===== src/rtl/game_input_frontend.sv =====
// Input conditioning for the mini-game: synchronises and debounces the two active-low
// buttons into press pulses, and debounces the slide switches against a captured snapshot.
module game_input_frontend #(
    parameter int SW_WIDTH  = 10,
    parameter int DB_CYCLES = 500000
) (
    input  logic                clk,
    input  logic                rst_n,
    input  logic                btn0,
    input  logic                btn1,
    input  logic [SW_WIDTH-1:0] switch,
    input  logic                snap,
    output logic                enter_pulse,
    output logic                reset_pulse,
    output logic                enter_held,
    output logic                ready,
    output logic [SW_WIDTH-1:0] sw_clean,
    output logic [SW_WIDTH-1:0] sw_changes,
    output logic                sw_any,
    output logic                sw_single
);

    localparam int               CNT_W   = $clog2(DB_CYCLES);
    localparam logic [CNT_W-1:0] CNT_MAX = CNT_W'(DB_CYCLES - 1);
    localparam logic [CNT_W-1:0] CNT_ONE = CNT_W'(1);

    typedef enum logic [1:0] {
        BTN_RELEASED,
        BTN_PRESS_CHK,
        BTN_HELD,
        BTN_REL_CHK
    } btn_state_e;

    logic [1:0] btn_raw;
    logic [1:0] btn_pulse;
    logic [1:0] btn_held;

    assign btn_raw = {btn1, btn0};

    // Index 0 is the enter button, index 1 the reset button; both are fully independent.
    genvar gi;
    generate
        for (gi = 0; gi < 2; gi++) begin : g_btn
            logic             sync1_q;
            logic             sync2_q;
            btn_state_e       state_q;
            btn_state_e       state_d;
            logic [CNT_W-1:0] cnt_q;
            logic [CNT_W-1:0] cnt_d;
            logic             pulse_q;
            logic             pulse_d;

            always_ff @(posedge clk or negedge rst_n) begin
                if (!rst_n) begin
                    sync1_q <= 1'b1;
                    sync2_q <= 1'b1;
                    state_q <= BTN_RELEASED;
                    cnt_q   <= '0;
                    pulse_q <= 1'b0;
                end else begin
                    sync1_q <= btn_raw[gi];
                    sync2_q <= sync1_q;
                    state_q <= state_d;
                    cnt_q   <= cnt_d;
                    pulse_q <= pulse_d;
                end
            end

            always_comb begin
                state_d = state_q;
                cnt_d   = cnt_q;
                pulse_d = 1'b0;
                case (state_q)
                    BTN_RELEASED: begin
                        if (!sync2_q) begin
                            state_d = BTN_PRESS_CHK;
                            cnt_d   = '0;
                        end
                    end
                    BTN_PRESS_CHK: begin
                        if (sync2_q) begin
                            state_d = BTN_RELEASED;
                        end else if (cnt_q == CNT_MAX) begin
                            state_d = BTN_HELD;
                            pulse_d = 1'b1;
                        end else begin
                            cnt_d = cnt_q + CNT_ONE;
                        end
                    end
                    BTN_HELD: begin
                        if (sync2_q) begin
                            state_d = BTN_REL_CHK;
                            cnt_d   = '0;
                        end
                    end
                    BTN_REL_CHK: begin
                        if (!sync2_q) begin
                            state_d = BTN_HELD;
                        end else if (cnt_q == CNT_MAX) begin
                            state_d = BTN_RELEASED;
                        end else begin
                            cnt_d = cnt_q + CNT_ONE;
                        end
                    end
                    default: state_d = BTN_RELEASED;
                endcase
            end

            assign btn_pulse[gi] = pulse_q;
            assign btn_held[gi]  = (state_q == BTN_HELD) || (state_q == BTN_REL_CHK);
        end
    endgenerate

    assign enter_pulse = btn_pulse[0];
    assign reset_pulse = btn_pulse[1];
    assign enter_held  = btn_held[0];

    logic [SW_WIDTH-1:0] sw_sync1_q;
    logic [SW_WIDTH-1:0] sw_sync2_q;
    logic [SW_WIDTH-1:0] cand_q;
    logic [SW_WIDTH-1:0] cand_d;
    logic [CNT_W-1:0]    sw_cnt_q;
    logic [CNT_W-1:0]    sw_cnt_d;
    logic [SW_WIDTH-1:0] clean_q;
    logic [SW_WIDTH-1:0] clean_d;
    logic [SW_WIDTH-1:0] snapshot_q;
    logic [SW_WIDTH-1:0] snapshot_d;
    logic                ready_q;
    logic                ready_d;
    logic [SW_WIDTH-1:0] changes_q;
    logic [SW_WIDTH-1:0] changes_d;
    logic                any_q;
    logic                any_d;
    logic                single_q;
    logic                single_d;

    always_ff @(posedge clk or negedge rst_n) begin
        if (!rst_n) begin
            sw_sync1_q <= '0;
            sw_sync2_q <= '0;
            cand_q     <= '0;
            sw_cnt_q   <= '0;
            clean_q    <= '0;
            snapshot_q <= '0;
            ready_q    <= 1'b0;
            changes_q  <= '0;
            any_q      <= 1'b0;
            single_q   <= 1'b0;
        end else begin
            sw_sync1_q <= switch;
            sw_sync2_q <= sw_sync1_q;
            cand_q     <= cand_d;
            sw_cnt_q   <= sw_cnt_d;
            clean_q    <= clean_d;
            snapshot_q <= snapshot_d;
            ready_q    <= ready_d;
            changes_q  <= changes_d;
            any_q      <= any_d;
            single_q   <= single_d;
        end
    end

    // One settle counter for the whole bank: any bit moving restarts settling for all of them.
    always_comb begin
        cand_d     = cand_q;
        sw_cnt_d   = sw_cnt_q;
        clean_d    = clean_q;
        snapshot_d = snapshot_q;
        ready_d    = ready_q;
        if (cand_q != sw_sync2_q) begin
            cand_d   = sw_sync2_q;
            sw_cnt_d = '0;
        end else if (sw_cnt_q == CNT_MAX) begin
            clean_d = cand_q;
            if (!ready_q) begin
                snapshot_d = cand_q;
                ready_d    = 1'b1;
            end
        end else begin
            sw_cnt_d = sw_cnt_q + CNT_ONE;
        end
        // Capture the value sw_clean is taking this edge, so a coincident settle is not missed.
        if (snap && ready_q) begin
            snapshot_d = clean_d;
        end
    end

    always_comb begin
        changes_d = clean_q ^ snapshot_q;
        any_d     = |changes_d;
        single_d  = any_d && ((changes_d & (changes_d - SW_WIDTH'(1))) == '0);
    end

    assign ready      = ready_q;
    assign sw_clean   = clean_q;
    assign sw_changes = changes_q;
    assign sw_any     = any_q;
    assign sw_single  = single_q;

endmodule


===== config.mk =====
export PLATFORM = sky130hd
export DESIGN_NAME = game_input_frontend
export DESIGN_NICKNAME = d
export VERILOG_FILES = /design/src/rtl/game_input_frontend.sv
export SDC_FILE = /design/constraint.sdc
export NUM_CORES = 1
export LEC_CHECK = 0
export CORE_UTILIZATION = 35
export CTS_BUF_LIST = sky130_fd_sc_hd__clkbuf_2 sky130_fd_sc_hd__clkbuf_4 sky130_fd_sc_hd__clkbuf_8
export CTS_CLUSTER_SIZE = 12
export DETAILED_ROUTE_END_ITERATION = 12
export GPL_ROUTABILITY_DRIVEN = 1
export PLACE_DENSITY = 0.61
export SKIP_LAST_GASP = 1
export SYNTH_ARGS = -nofsm -noshare
export SYNTH_HDL_FRONTEND = slang
export SYNTH_SLANG_ARGS = --single-unit

===== constraint.sdc =====
create_clock -name clk -period 7.4 [get_ports clk]
set_input_delay 1.11 -clock clk [delete_from_list [all_inputs] [get_ports clk]]
set_output_delay 1.11 -clock clk [all_outputs]
set_load 0.02 [all_outputs]

# Word-level counts from Yosys, hierarchy flattened
# Index checks and enable logic that the tools add are counted.
# Widths: inputs -> output; s select.
[word_totals] ff_bits=130 latch_bits=0 mem_bits_rw=0 romBits=0 input_bits=15 wordCells=106 n_memories=0
[op_classes] addsub=4 n_mul=0 div_mod_pow=0 order_cmp=0 eq_ne=25 n_shift=0 n_mux=40 n_bitwise=3 reduce_logical=14
[op_table] operator="$mux 19" count=12
[op_table] operator="$pmux 19 s4" count=2
[op_table] operator="$mux 10" count=6
[op_table] operator="$add 19x1->19 const B" count=3
[op_table] operator="$eq 19x19->1 const B" count=3
[op_table] operator="$mux 2" count=12
[op_table] operator="$ne 2x2->1 const B" count=9
[op_table] operator="$pmux 2 s4" count=2
[op_table] operator="$reduce_and 4->1" count=4
[op_table] operator="$ne 3x3->1 const B" count=4
[op_table] operator="$and 10x10->10" count=1
[op_table] operator="$logic_not 10->1" count=1
[op_table] operator="$ne 10x10->1" count=1
[op_table] operator="$reduce_or 10->1" count=1
[op_table] operator="$sub 10x1->10 const B" count=1
[op_table] operator="$xor 10x10->10" count=1
[op_table] operator="$eq 2x2->1 const B" count=4
[op_table] operator="$mux 1" count=6
[op_table] operator="$eq 2x1->1 const B" count=2
[op_table] operator="$logic_not 2->1" count=2
[op_table] operator="$ne 2x1->1 const B" count=2
[op_table] operator="$reduce_and 3->1" count=1
[op_table] operator="$logic_and 1x1->1" count=2
[op_table] operator="$reduce_and 2->1" count=1
[op_table] operator="3 further kinds" count=3

# Depth between registers and ports, before layout
# Gate-level depths: netlist (run 1).
[logic_depth] depth_word=5 ltp_mapped=7

# Worst setup path before layout (run 1)
# No wires, ideal clock.
[synth_path] path_type="reg-to-reg" start="register sw_cnt_q[5]" end="register snapshot_q[0]" setup_time_ps=123 t_arrival_ps=2285 setup_slack_ps=4992 path_stages_with_launch=7 path_buffers=1 cell_sequence="dfrtp_1 -> or4b_1 -> nor4_4 -> nand2_2 -> or3b_1 -> buf_2 -> o221a_1"
[synth_between] elab_chain_len=4 word_cells_on_any_way=6 cone_classes="eq/ne (1); mux (3); reduce/logical (2)"
[synth_rtl] item="start, declared" line_no="122" source="logic [CNT_W-1:0] sw_cnt_q;"
[synth_rtl] item="start signal, assigned" line_no="153" source="sw_cnt_q <= sw_cnt_d;"
[synth_rtl] item="$eq 19x19->1 (*)" line_no="173" source="end else if (sw_cnt_q == CNT_MAX) begin"
[synth_rtl] item="$mux 10" line_no="173"
[synth_rtl] item="$mux 10" line_no="170" source="if (cand_q != sw_sync2_q) begin"
[synth_rtl] item="$mux 10" line_no="183" source="if (snap && ready_q) begin"
[synth_rtl] item="end signal, assigned" line_no="155" source="snapshot_q <= snapshot_d;"
[synth_rtl] item="end, declared" line_no="126" source="logic [SW_WIDTH-1:0] snapshot_q;"
# Mark *: on every way between the ends. The rest lies on a longest branch, timed or not.
# A chain may end at the register's enable or synchronous reset.

# Final worst setup path (run 1)
# Same ends and word-level chain as after synthesis.

==> results.py, run 1 <==
metrics = {
    "timing": {
        "finalHoldViolations": 0,
        "clock.fmax_mhz": 295,
        "setup_ws_ns": 4.01,
        "layout_min_cycle_time_ns": 3.39,
        "worst_slew_pin_slew_ns": 1.02,
        "rsz0062_at_grt": "no",
        "slew_viol_final": 0,
        "fin_hold_ws_ns": 0.348,
        "relSlewSlack_pct": 31.4,
        "setup-tns-final_ns": 0,
        "setup_violations": 0,
        "fin_crit_sh_pct": 45.9,
        "skew_ns": 0.00886,
    },
    "global_route": {
        "grt.total_usage_pct": 14.1,
        "grt_pass1_vias": 3826,
        "grt_overflow_total": 0,
        "grt_max_degree": 71,
        "antenna_found_initial": 0,
        "grt_pass1_wl_um": 18400,
    },
    "floorplanning": {
        "fp-row-count": 46,
        "start_util_pct": 35.9,
        "die_w_um": 130,
        "io_pins": 41,
        "dieArea_mm2": 0.0168,
        "die_h_um": 130,
        "coreArea_mm2": 0.0159,
    },
    "power_and_ir_drop": {
        "finalPower_uw": 1390,
        "power_density_mw_per_mm2": 209,
        "p_leak_uw": 0.00282,
        "peakVddDrop_mv": 0.104,
    },
    "clock_tree": {
        "insertion_delay_ns": 0.44,
        "clockBufferDepth": 2,
        "cts.htree.levels": 4,
        "cts_tree": "yes",
        "clock-sinks": 130,
        "clkSlewWorstSetupHoldPaths_ns": 0.08,
        "cts_hold_buffers": 0,
        "cts-root-buf": "clkbuf_8",
        "numCtsBuffers": 17,
        "post-cts-setup-buffers": 0,
        "cts_resized": 0,
    },
    "logic_synthesis": {
        "yosysMostFrequentCell": "dfrtp_1",
        "yosys_warnings": 0,
        "ys_types": 50,
        "ys_seq_area_share_pct": 57.2,
        "synth_top_area_share_pct": 55.3,
        "synth_edf_count": 0,
        "ys_seq_elements": 130,
        "netlist_area_mm2": 0.00570,
        "syn-num-nets": 546,
        "synth_flop_cell": "dfrtp_1",
        "synth_top_cell_by_area": "dfrtp_1",
        "avgSynthCellArea_um2": 10.8,
        "yosys-top-cells-count": "dfrtp_1 (126), nor2_1 (63), nand2_1 (34), xnor2_1 (34), clkbuf_1 (27)",
        "async_flop_share_pct": 100,
        "synth_area_leaders": "dfrtp_1 (55%), xnor2_1 (5.2%), nor2_1 (4.1%)",
        "synth_cells": 528,
    },
    "detailed_routing": {
        "antenna_left": 0,
        "drt_drc_violations_left": 0,
        "via_per_inst": 4.96,
        "drt-pass1-iter-count": 5,
        "vias": 3918,
        "wl_per_cell_um": 13.4,
        "first_iter_violations": 195,
        "routed_wl_um": 10600,
    },
    "critical_path": {
        "path_class": "reg -> reg",
        "r2r-start": "sw_cnt_q[5]$_DFFE_PN0N_",
        "worstSetupEndpointType": "flop",
        "reg2reg_to": "snapshot_q[0]$_DFFE_PN0P_",
        "start_kind": "flop",
        "crit_fanout": 22,
        "reg2reg_depth": 5,
        "r2r_setup_slack_ns": 4.01,
        "cp-endpoint": "snapshot_q[0]$_DFFE_PN0P_",
        "worstPathArrival_ns": 3.77,
        "cp.required_ns": 7.78,
        "slowest_delay_ns": 0.90,
        "cp_cell_sequence": "or4b_1 > nor4_4 > nand4bb_1 > a21boi_1 > o221a_1",
        "cp_slowest_cell": "nand4bb_1",
        "crit_path_start": "sw_cnt_q[5]$_DFFE_PN0N_",
    },
    "min_path": {
        "hold_path_class": "reg -> reg",
    },
    "final_layout": {
        "nets": 579,
        "n_antenna_cell": 0,
        "syn_to_final_growth_pct": 17.2,
        "stdcell_area_mm2": 0.00668,
        "layout-drive-gt1-share_pct": 9.41,
    },
    "run": {
        "cap_violations": 0,
    },
    "status": {
        "status": "finished, final reports clean",
    },
    "place": {
        "dpl_worst_slack_ns": 4.06,
        "placed_area_mm2": 0.00628,
        "hpwl_um": 7170,
        "place_congestion": 0.805,
        "io_buffers": 40,
    },
}
==> final cells by class <==
cell class	instances	area [µm²]
multi-input cells	356	2280
fillers	1574	9210
flip-flops and latches	130	3260
well taps	216	270
inverters	14	52.6
clock inverters	15	169
repair buffers	42	413
clock buffers	17	234
==> kinds of logic (layout without fill, tap and decap cells) <==
logic type / count (synthesis) / count (layout) / synth area share [%]
multiplexers: 11 / 11 / 2.15
adder cells (fa/ha/maj): 3 / 3 / 0.659
AO/OA/AOI/OAI: 83 / 83 / 9.61
buffers and inverters: 42 / 88 / 2.79
flip-flops: 130 / 130 / 57.2
AND/OR/NAND/NOR: 199 / 199 / 18.4
XOR/XNOR: 60 / 60 / 9.22
==> flip-flops by register name, indices dropped and copies added (netlist names), 10 cells and up, named ones only <==
name,flops
cand_q,10
g_btn.cnt_q,38
snapshot_q,10
sw_changes,10
sw_clean,10
sw_cnt_q,19
sw_sync1_q,10
sw_sync2_q,10
==> routing by layer <==
metal / share of wire [%] / global-route usage [%] / vias up
met2: 48 / 21.8 / 69
met5: 0 / 0 / -
met4: 0.54 / 5.54 / 0
met1: 48 / 18.2 / 1916
li1: - / - / 1929
met3: 3.8 / 4.62 / 4
==> critical path, delay by kind of cell, from the launching register on <==
| kind | cells | cell delay (ns) |
|---|---|---|
| AO/OA/AOI/OAI | 2 | 0.88 |
| flip-flops | 1 | 0.42 |
| AND/OR/NAND/NOR | 3 | 2.01 |
==> worst min path at each step <==
stage                            start                      end  slack, ns  depth (start not counted)
6_report       sw_sync1_q[3]$_DFF_PN0_  sw_sync2_q[3]$_DFF_PN0_       0.35                          0
3_5_place_dp   sw_sync1_q[3]$_DFF_PN0_  sw_sync2_q[3]$_DFF_PN0_       0.33                          0
3_3_place_gp   sw_sync1_q[7]$_DFF_PN0_  sw_sync2_q[7]$_DFF_PN0_       0.33                          0
2_1_floorplan  sw_sync1_q[0]$_DFF_PN0_  sw_sync2_q[0]$_DFF_PN0_       0.33                          0
4_1_cts        sw_sync1_q[3]$_DFF_PN0_  sw_sync2_q[3]$_DFF_PN0_       0.35                          0
5_1_grt        sw_sync1_q[5]$_DFF_PN0_  sw_sync2_q[5]$_DFF_PN0_       0.37                          0
==> per-stage QoR <==
step                      std cells  utilization (%)
after floorplan                 528                -
after global placement          758             39.5
after detailed placement        758             39.5
after CTS                       790             42.1
after global routing            790             42.1
final                           790             42.1
==> cell usage in the layout, fill, tap and decap left out, types with 3 or more instances in the layout <==
master,count
mux2_2,10
o31ai_1,5
ha_1,3
xnor2_1,34
nor4_1,10
o21a_1,7
o41ai_1,4
inv_1,14
nor4b_1,4
nand3_1,20
nor3_1,9
nand4_1,14
o21ai_0,23
o2111ai_1,3
nor2_1,63
and3_1,4
dfrtp_1,126
or3_1,3
nand2_1,34
a31oi_1,4
a21oi_1,15
and4_1,6
clkbuf_8,17
clkdlybuf4s50_1,39
dfstp_2,4
a211oi_1,5
or4_1,5
o221a_1,4
inv_6,9
nand2b_1,4
buf_4,3
nand3b_1,8
xor2_1,26
o211ai_1,6
==> where the power goes <==
group / switching, µW / internal [µW]
Clock: 303 / 309
Combinational: 27.8 / 16.6
Sequential: 12.2 / 725
(Power assumes the default switching activity.)
==> run 2: changes to the inputs <==
PLACE_DENSITY = 0.63   (was 0.61)
clock period = 3.05 ns   (was 7.4 ns; I/O delays follow)
==> results.py, run 2 (synthesis gave the netlist of run 1 again) <==
metrics = {
    "final_layout": {
        "largest_reg_flops": 38,
        "layout-drive-gt1-share_pct": 10.3,
        "n_antenna_cell": 0,
        "top_regs": "g_btn.cnt_q: 38 flops, sw_cnt_q: 19 flops",
        "nets": 587,
        "final_common_cell": "dfrtp_1",
        "final_cell_mix": "dfrtp_1 (126), nor2_1 (63), clkdlybuf4s50_1 (39)",
        "regMostFlops": "g_btn.cnt_q",
        "syn_to_final_growth_pct": 17.5,
    },
    "critical_path": {
        "reg2reg_depth": 5,
        "cp_slowest_cell": "or4b_1",
        "r2r_setup_slack_ns": 0.32,
        "path_buf_inv": 0,
        "r2r-start": "sw_cnt_q[5]$_DFFE_PN0N_",
        "worstPathArrival_ns": 3.05,
        "cp_top_family": "simple AND/OR/NAND/NOR gates",
        "start_kind": "flop",
        "cp_cell_sequence": "or4b_1 > nor4_4 > nand2_2 > or3b_1 > o221a_1",
        "reg2reg_to": "snapshot_q[8]$_DFFE_PN0P_",
        "slowest_delay_ns": 0.59,
        "crit_fanout": 10,
        "worstSetupEndpointType": "flop",
        "path_class": "reg -> reg",
        "cp.required_ns": 3.37,
    },
    "clock_tree": {
        "clock-sinks": 130,
        "clockBufferDepth": 2,
        "clkSlewWorstSetupHoldPaths_ns": 0.07,
        "post-cts-setup-buffers": 0,
        "cts.htree.levels": 4,
        "cts_resized": 0,
        "numCtsBuffers": 17,
        "insertion_delay_ns": 0.44,
        "cts_hold_buffers": 1,
        "cts_tree": "yes",
        "cts-root-buf": "clkbuf_8",
    },
    "power_and_ir_drop": {
        "intPower_uw": 2400,
        "peakVddDrop_mv": 0.296,
        "switching_share_pct": 24.4,
        "combPwrFrac_pct": 3.6,
        "p_leak_uw": 0.00282,
        "seqPwrFrac_pct": 56.3,
        "finalPower_uw": 3180,
        "power_density_mw_per_mm2": 474,
        "net-switching-power_uw": 776,
        "pwr-share-clk_pct": 40.1,
    },
    "place": {
        "place_congestion": 0.846,
        "io_buffers": 40,
        "hpwl_um": 7790,
        "dpl_worst_slack_ns": 0.318,
    },
    "timing": {
        "relSlewSlack_pct": 60.4,
        "skew_ns": 0.0125,
        "worst_slew_pin_slew_ns": 0.579,
        "fin_crit_sh_pct": 89.5,
        "rsz0062_at_grt": "no",
        "setup_violations": 0,
        "finalHoldViolations": 0,
        "layout_min_cycle_time_ns": 2.73,
        "slew_viol_final": 0,
        "setup-tns-final_ns": 0,
        "setup_ws_ns": 0.320,
        "clock.fmax_mhz": 366,
        "fin_hold_ws_ns": 0.350,
    },
    "floorplanning": {
        "fp-row-count": 46,
        "die_w_um": 130,
        "dieArea_mm2": 0.0168,
        "die_h_um": 130,
        "coreArea_mm2": 0.0159,
        "io_pins": 41,
        "start_util_pct": 35.9,
    },
    "run": {
        "cap_violations": 0,
    },
    "detailed_routing": {
        "antenna_left": 0,
        "drt-pass1-iter-count": 4,
        "drt_drc_violations_left": 0,
        "via_per_inst": 5.01,
        "wl_per_cell_um": 14.0,
        "vias": 3989,
        "first_iter_violations": 216,
        "routed_wl_um": 11100,
    },
    "global_route": {
        "antenna_found_initial": 0,
        "grt_pass1_vias": 4041,
        "grt_pass1_wl_um": 19300,
        "grt_overflow_total": 0,
        "grt.total_usage_pct": 14.8,
        "grt_max_degree": 47,
    },
    "status": {
        "status": "finished, final reports clean",
    },
    "min_path": {
        "holdPathEnd": "sw_sync2_q[5]$_DFF_PN0_",
        "min_from": "sw_sync1_q[5]$_DFF_PN0_",
        "min_path_cells": 0,
        "hold_path_class": "reg -> reg",
    },
}
## run 2: power groups by stage
stage	Sequential (µW)	Combinational [µW]	Clock, µW
global placement	1820	114	0
finish	1790	116	1270
detailed placement	1820	118	0
CTS	1790	120	1320
global route	1800	133	1400
floorplan	1810	52.4	0
## run 2: worst max-delay path by stage
stage	to	depth (start not counted)	start
5_1_grt	snapshot_q[4]$_DFFE_PN0P_	5	sw_cnt_q[5]$_DFFE_PN0N_
3_3_place_gp	snapshot_q[0]$_DFFE_PN0P_	5	sw_cnt_q[5]$_DFFE_PN0N_
4_1_cts	snapshot_q[8]$_DFFE_PN0P_	5	sw_cnt_q[5]$_DFFE_PN0N_
3_5_place_dp	snapshot_q[8]$_DFFE_PN0P_	5	sw_cnt_q[5]$_DFFE_PN0N_
2_1_floorplan	snapshot_q[0]$_DFFE_PN0P_	6	sw_cnt_q[5]$_DFFE_PN0N_
6_report	snapshot_q[8]$_DFFE_PN0P_	5	sw_cnt_q[5]$_DFFE_PN0N_
## run 2: cell type report
cell class	instances	area, µm²
fill	1515	9190
multi-input combinational	356	2280
clock inverter	12	86.3
tap	216	270
clock buffer	19	262
inverter	14	52.6
sequential	130	3260
timing repair buffer	50	488
## run 2: layer usage
layer / global-route usage [%] / share of wire [%]
met5: 0 / 0
met4: 6.22 / 1.3
met3: 4.58 / 4.2
met2: 23.0 / 46
met1: 19.0 / 48
## run 2: worst reg2reg max path: cells and delay by family, from the launching register on
family | cells | cell delay, ns
simple gates | 4 | 1.91
flops | 1 | 0.42
compound gates | 1 | 0.30
## run 2: per-stage QoR
stage | instance area, µm² | cells | utilization [%]
after global routing | 6700 | 797 | 42.2
after CTS | 6700 | 797 | 42.2
after floorplan | 5700 | 528 | -
after detailed placement | 6340 | 765 | 39.9
final | 6700 | 797 | 42.2
after global placement | 6340 | 765 | 39.9
==> run 3: changes to the inputs <==
--- a/constraint.sdc
+++ b/constraint.sdc
@@ -3,2 +3,2 @@
 set_output_delay 0.4575 -clock clk [all_outputs]
-set_load 0.02 [all_outputs]
+set_load 0.01 [all_outputs]
==> results of run 3 <==
Same layout as run 2: the final DEF is identical, and so are final timing and power.
